--- src/rtl/cla_pipe_adder.sv ---
// cla_pipe_adder: pipelined carry-lookahead adder with valid/ready handshake.
// Result is {carry_out, sum} of i_add1 + i_add2 + i_cin, WIDTH+1 bits.
// Carries come from per-bit generate/propagate folded into per-group G/P,
// with the group carry chain as the only path between groups.
// STAGES selects 1, 2 or 3 register stages from input to output.
// Optional feature: define CLA_PIPE_OVF_EN to add the o_ovf signed-overflow
// output, registered alongside o_result.
module cla_pipe_adder #(
    parameter int WIDTH  = 11,
    parameter int GROUP  = 4,
    parameter int STAGES = 2
) (
    input  logic             i_clk,
    input  logic             i_rst,
    input  logic             i_valid,
    output logic             o_ready,
    input  logic [WIDTH-1:0] i_add1,
    input  logic [WIDTH-1:0] i_add2,
    input  logic             i_cin,
    output logic             o_valid,
    input  logic             i_ready,
    output logic [WIDTH:0]   o_result
`ifdef CLA_PIPE_OVF_EN
    ,
    output logic             o_ovf
`endif
);

    // Number of lookahead groups; the top group may be narrower than GROUP.
    localparam int NG = (WIDTH + GROUP - 1) / GROUP;

    // Group carries: gc[0] is the carry-in, gc[k+1] = G[k] | P[k] & gc[k].
    function automatic logic [NG:0] f_group_carry(
        input logic [WIDTH-1:0] g,
        input logic [WIDTH-1:0] p,
        input logic             cin
    );
        logic [NG:0] gc;
        logic        grp_g;
        logic        grp_p;
        // NOTE: every local starts from a known value so no path leaves a bit
        // unassigned; in combinational code that is what keeps latches out.
        gc    = '0;
        gc[0] = cin;
        grp_g = 1'b0;
        grp_p = 1'b1;
        for (int i = 0; i < WIDTH; i++) begin
            grp_g = g[i] | (p[i] & grp_g);
            grp_p = grp_p & p[i];
            if ((i % GROUP == GROUP - 1) || (i == WIDTH - 1)) begin
                gc[i / GROUP + 1] = grp_g | (grp_p & gc[i / GROUP]);
                grp_g = 1'b0;
                grp_p = 1'b1;
            end
        end
        return gc;
    endfunction

    // Bit carries: each group starts from its lookahead carry and only
    // ripples inside the group; the carry-out is the last group carry.
    function automatic logic [WIDTH:0] f_bit_carry(
        input logic [WIDTH-1:0] g,
        input logic [WIDTH-1:0] p,
        input logic [NG:0]      gc
    );
        logic [WIDTH:0] c;
        c    = '0;
        c[0] = gc[0];
        for (int i = 0; i < WIDTH; i++) begin
            if ((i + 1) % GROUP == 0)
                c[i + 1] = gc[(i + 1) / GROUP];
            else
                c[i + 1] = g[i] | (p[i] & c[i]);
        end
        c[WIDTH] = gc[NG];
        return c;
    endfunction

    logic             r_valid;
    logic [WIDTH:0]   r_result;
    logic             w_advance;
    logic             w_last_valid;
    logic [WIDTH:0]   w_result_next;
`ifdef CLA_PIPE_OVF_EN
    logic             r_ovf;
    logic             w_ovf_next;
`endif

    // The whole pipe moves as one: it advances unless a held result blocks it.
    assign w_advance = i_ready | ~r_valid;
    assign o_ready   = w_advance;

    generate
        if (STAGES == 1) begin : g_st1
            logic [WIDTH-1:0] w_g;
            logic [WIDTH-1:0] w_p;
            logic [WIDTH-1:0] w_x;
            logic [NG:0]      w_gc;
            logic [WIDTH:0]   w_c;

            assign w_g           = i_add1 & i_add2;
            assign w_p           = i_add1 | i_add2;
            assign w_x           = i_add1 ^ i_add2;
            assign w_gc          = f_group_carry(w_g, w_p, i_cin);
            assign w_c           = f_bit_carry(w_g, w_p, w_gc);
            assign w_result_next = {w_c[WIDTH], w_x ^ w_c[WIDTH-1:0]};
            assign w_last_valid  = i_valid;
`ifdef CLA_PIPE_OVF_EN
            assign w_ovf_next    = w_c[WIDTH] ^ w_c[WIDTH-1];
`endif
        end else begin : g_multi
            logic             r_s1_valid;
            logic [WIDTH-1:0] r_s1_g;
            logic [WIDTH-1:0] r_s1_p;
            logic [WIDTH-1:0] r_s1_x;
            logic             r_s1_cin;

            // Stage 1: capture per-bit generate, propagate, half-sum and carry-in.
            always_ff @(posedge i_clk) begin
                // NOTE: sequential state uses <= so every register samples the
                // pre-edge value of the others, whatever the statement order.
                if (i_rst) begin
                    r_s1_valid <= 1'b0;
                end else if (w_advance) begin
                    // NOTE: only the valid bit needs reset; datapath registers
                    // behind a cleared valid are never observed.
                    r_s1_valid <= i_valid;
                    r_s1_g     <= i_add1 & i_add2;
                    r_s1_p     <= i_add1 | i_add2;
                    r_s1_x     <= i_add1 ^ i_add2;
                    r_s1_cin   <= i_cin;
                end
            end

            if (STAGES == 2) begin : g_st2
                logic [NG:0]    w_gc;
                logic [WIDTH:0] w_c;

                assign w_gc          = f_group_carry(r_s1_g, r_s1_p, r_s1_cin);
                assign w_c           = f_bit_carry(r_s1_g, r_s1_p, w_gc);
                assign w_result_next = {w_c[WIDTH], r_s1_x ^ w_c[WIDTH-1:0]};
                assign w_last_valid  = r_s1_valid;
`ifdef CLA_PIPE_OVF_EN
                assign w_ovf_next    = w_c[WIDTH] ^ w_c[WIDTH-1];
`endif
            end else begin : g_st3
                logic             r_s2_valid;
                logic [NG:0]      r_s2_gc;
                logic [WIDTH-1:0] r_s2_g;
                logic [WIDTH-1:0] r_s2_p;
                logic [WIDTH-1:0] r_s2_x;
                logic [WIDTH:0]   w_c;

                // Stage 2: resolve and register the group carries.
                always_ff @(posedge i_clk) begin
                    if (i_rst) begin
                        r_s2_valid <= 1'b0;
                    end else if (w_advance) begin
                        r_s2_valid <= r_s1_valid;
                        r_s2_gc    <= f_group_carry(r_s1_g, r_s1_p, r_s1_cin);
                        r_s2_g     <= r_s1_g;
                        r_s2_p     <= r_s1_p;
                        r_s2_x     <= r_s1_x;
                    end
                end

                assign w_c           = f_bit_carry(r_s2_g, r_s2_p, r_s2_gc);
                assign w_result_next = {w_c[WIDTH], r_s2_x ^ w_c[WIDTH-1:0]};
                assign w_last_valid  = r_s2_valid;
`ifdef CLA_PIPE_OVF_EN
                assign w_ovf_next    = w_c[WIDTH] ^ w_c[WIDTH-1];
`endif
            end
        end
    endgenerate

    // Output stage: register the finished sum; hold it while downstream stalls.
    always_ff @(posedge i_clk) begin
        if (i_rst) begin
            r_valid  <= 1'b0;
            r_result <= '0;
`ifdef CLA_PIPE_OVF_EN
            r_ovf    <= 1'b0;
`endif
        end else if (w_advance) begin
            r_valid  <= w_last_valid;
            r_result <= w_result_next;
`ifdef CLA_PIPE_OVF_EN
            r_ovf    <= w_ovf_next;
`endif
        end
    end

    assign o_valid  = r_valid;
    assign o_result = r_result;
`ifdef CLA_PIPE_OVF_EN
    assign o_ovf    = r_ovf;
`endif

endmodule

--- config.mk ---
export PLATFORM = sky130hd
export DESIGN_NAME = cla_pipe_adder
export DESIGN_NICKNAME = d
export VERILOG_FILES = /design/src/rtl/cla_pipe_adder.sv
export SDC_FILE = /design/constraint.sdc
export NUM_CORES = 1
export LEC_CHECK = 0
export CORE_ASPECT_RATIO = 1.25
export CORE_MARGIN = 5
export CORE_UTILIZATION = 50
export CTS_CLUSTER_DIAMETER = 50
export DETAILED_ROUTE_END_ITERATION = 10
export DONT_BUFFER_PORTS = 1
export GPL_TIMING_DRIVEN = 0
export PLACE_DENSITY_LB_ADDON = 0.15
export SLEW_MARGIN = 20
export SYNTH_ARGS = -nofsm -noshare
export SYNTH_HDL_FRONTEND = slang
export SYNTH_SLANG_ARGS = --single-unit
--- constraint.sdc ---
create_clock -name i_clk -period 6.75 [get_ports i_clk]
set_input_delay 1.0125 -clock i_clk [delete_from_list [all_inputs] [get_ports i_clk]]
set_output_delay 1.0125 -clock i_clk [all_outputs]
set_load 0.02 [all_outputs]
==> flow_metrics.tcl <==
set metrics [dict create \
    num_rows 27 \
    drc_errors 0 \
    rsz0062_at_grt "false" \
    routedWlPerCell_um 15.2 \
    min_path_cells 2 \
    place.gp.congestion 0.806 \
    switching_share_pct 24.7 \
    synth-seq-cells 48 \
    num_vias 1407 \
    reg2reg_from "g_multi.r_s1_g[2]$_DFFE_PP_" \
    slew_violations 0 \
    dp.cells 256 \
    endpoint_kind "primary output" \
    p_seq_share_pct 62.8 \
    antennaDiodeCount 0 \
    yosysWarningCount 0 \
    r2r-end "o_result[6]$_SDFFE_PP0N_" \
    grt_antenna_before_repair 0 \
    cts_inserted_buffers 5 \
    grt_pass1_vias 1405 \
    grt-ovfl-total 0 \
    tightest_slew_ns 0.537 \
    grt_pass1_wl_mm 6.58 \
    hold_ws_ns 0.460 \
    p_leak_nw 1.05 \
    clock_latency_ns 0.29 \
    p_int_w 0.000441 \
    cts-resized-gates 0 \
    drive_above_1_share_pct 10.2 \
    ant_nets 0 \
    rrSetupSlack_ns 5.03 \
    die_w_um 71.1 \
    setup-tns-final_ns 0 \
    die_height_um 86.4 \
    fin_crit_ns 2.55 \
    die_area_um2 6140 \
    routed_wl_mm 4.00 \
    synth-main-ff-cell "edfxtp_1" \
    grt_use_total_pct 13.6 \
    yosysSeqAreaShare_pct 55.8 \
    startpoint_type "input pin" \
    skew_ns 0.0102 \
    cts_tree "built" \
    final_cells 264 \
    fin_nets 254 \
    syn_to_final_growth_pct 8.10 \
    path_class "input pin to primary output" \
    p_switching_w 0.000145 \
    hold-path-endpoint "g_multi.r_s1_valid$_SDFFE_PP0N_" \
    max-slew-margin-rel_pct 64.1 \
    ios 41 \
    hold_violations 0 \
    initial_core_util_pct 52.3 \
    path_max_fanout 10 \
    syn_nets 246 \
    cts-root-buf "clkbuf_8" \
    critPathRequiredTime_ns 5.74 \
    async_flop_share_pct 0 \
    p_clk_share_pct 27.2 \
    p_comb_share_pct 10.0 \
    power-per-cell-area_nw_per_um2 232 \
    clk_pin_slew_ns 0.08 \
    clock_sinks 48 \
    firstDrtPassIters 4 \
    hold_class "flop to flop" \
    clock.fmax_ghz 0.391 \
    core_area_um2 4460 \
    cts_hold_buffers 0 \
    drv_cap 0 \
    vias_per_cell 5.33 \
    cp.arrival_ns 1.54 \
    cts_buffer_depth 2 \
    grt_max_degree 22 \
    io_buffers 0 \
    yosysUniqueCellTypes 44 \
    outcome "finished clean" \
    syn_avg_cell_area_um2 11.8 \
    min-delay-start "g_multi.r_s1_valid$_SDFFE_PP0N_" \
    drt_iter0_drc 72 \
    postCtsSetupBuffers 0 \
    setup_violations 0 \
    hpwl_mm 3.12 \
    h-tree-depth 2 \
    rr_worst_depth 5 \
    min_period_over_period_pct 37.8 \
    ir_drop_uv 124 \
    syn_inst 197 \
    power_w 0.000586 \
    synth_edf_count 34 \
    synth_area_um2 2330 \
]
-- layout make-up --
| type | instances | area (µm²) |
|---|---|---|
| timing repair buffer | 1 | 27.5 |
| tap | 58 | 72.6 |
| multi-input combinational | 107 | 846 |
| sequential | 48 | 1300 |
| fill | 397 | 1940 |
| clock inverter | 1 | 5.00 |
| inverter | 37 | 151 |
| buffer | 5 | 41.3 |
| clock buffer | 7 | 76.3 |
-- worst max-delay path, stage by stage --
cell     delay, ns
nor2b_2       0.10
buf_6         0.14
inv_2         0.08
buf_4         0.20
-- metal layers --
metal / track usage, % / wire (µm) / vias up / share of wire (%)
li1: - / - / 705 / -
met1: 15.7 / 1620 / 667 / 40
met2: 23.7 / 2060 / 33 / 51
met3: 4.29 / 300 / 2 / 7.5
met4: 5.13 / 22 / 0 / 0.55
met5: 0 / 0 / - / 0
-- registers in the layout (all words and copies together) (netlist names) --
signal / count
g_multi.r_s1_cin: 1
g_multi.r_s1_g: 11
g_multi.r_s1_p: 11
g_multi.r_s1_valid: 1
g_multi.r_s1_x: 11
o_result: 12
o_valid: 1
-- metrics by stage --
| step | worst slack, ns | area, µm² | utilization, % |
|---|---|---|---|
| after floorplan | 3.62 | 2330 | - |
| after global placement | 3.08 | 2400 | 53.9 |
| after detailed placement | 4.20 | 2440 | 54.7 |
| after CTS | 4.19 | 2520 | 56.5 |
| after global routing | 4.14 | 2520 | 56.5 |
| final | 4.20 | 2520 | 56.5 |
-- layout by cell type (no fill, tap or decap), types with 3 or more instances in the layout --
cell type | Yosys | layout
a31oi_1 | 4 | 4
inv_1 | 35 | 35
nand3_1 | 6 | 6
nor2_1 | 12 | 11
nor3_1 | 3 | 3
xnor2_1 | 4 | 4
clkbuf_8 | 0 | 5
edfxtp_1 | 34 | 34
buf_4 | 3 | 3
dfxtp_1 | 14 | 14
nor4_1 | 3 | 3
ha_1 | 22 | 22
a21oi_1 | 6 | 6
nand3b_1 | 4 | 4
nand2_1 | 10 | 10
nand4b_1 | 3 | 3
-- synthesized netlist by cell type (2+ instances only) --
library cell  instances  area, µm²
a31oi_1               4       25.0
nor3b_1               2       15.0
nor2_1               12       45.0
nand3_1               6       30.0
nor4_1                3       18.8
nand3b_1              4       30.0
nor3_1                3       15.0
xnor2_1               4       35.0
inv_1                35        131
edfxtp_1             34       1020
ha_1                 22        275
buf_4                 3       22.5
nand4b_1              3       26.3
a21oi_1               6       30.0
nand3_2               2       20.0
a21o_1                2       15.0
or4_1                 2       15.0
dfxtp_1              14        280
nand2_1              10       37.5
a211oi_1              2       15.0
-- power by group through the flow --
stage          sequential, W  clock (W)  combinational [W]
6_report            0.000368   0.000159          0.0000586
5_1_grt             0.000371   0.000178          0.0000676
3_5_place_dp        0.000375          0          0.0000593
2_1_floorplan       0.000370          0          0.0000452
3_3_place_gp        0.000375          0          0.0000530
4_1_cts             0.000368   0.000166          0.0000598
-- worst max path at each step --
stage,start,endpoint,cells after the start
global route,i_ready,o_ready,4
finish,i_ready,o_ready,4
CTS,i_ready,o_ready,4
global placement,i_rst,g_multi.r_s1_p[3]$_DFFE_PP_,2
detailed placement,i_ready,o_ready,4
floorplan,i_rst,g_multi.r_s1_cin$_DFFE_PP_,2
-- logic make-up (layout without fill, tap and decap cells) --
logic type / count (synthesis) / after routing / share of synthesized area (%)
compound gates: 27 / 27 / 9.50
xor+xnor: 5 / 5 / 1.88
fa+ha+maj: 22 / 22 / 11.8
buf+inv: 42 / 51 / 8.26
flops: 48 / 48 / 55.8
simple gates: 53 / 53 / 12.8
Note: power is estimated with default switching activity, not from simulation.
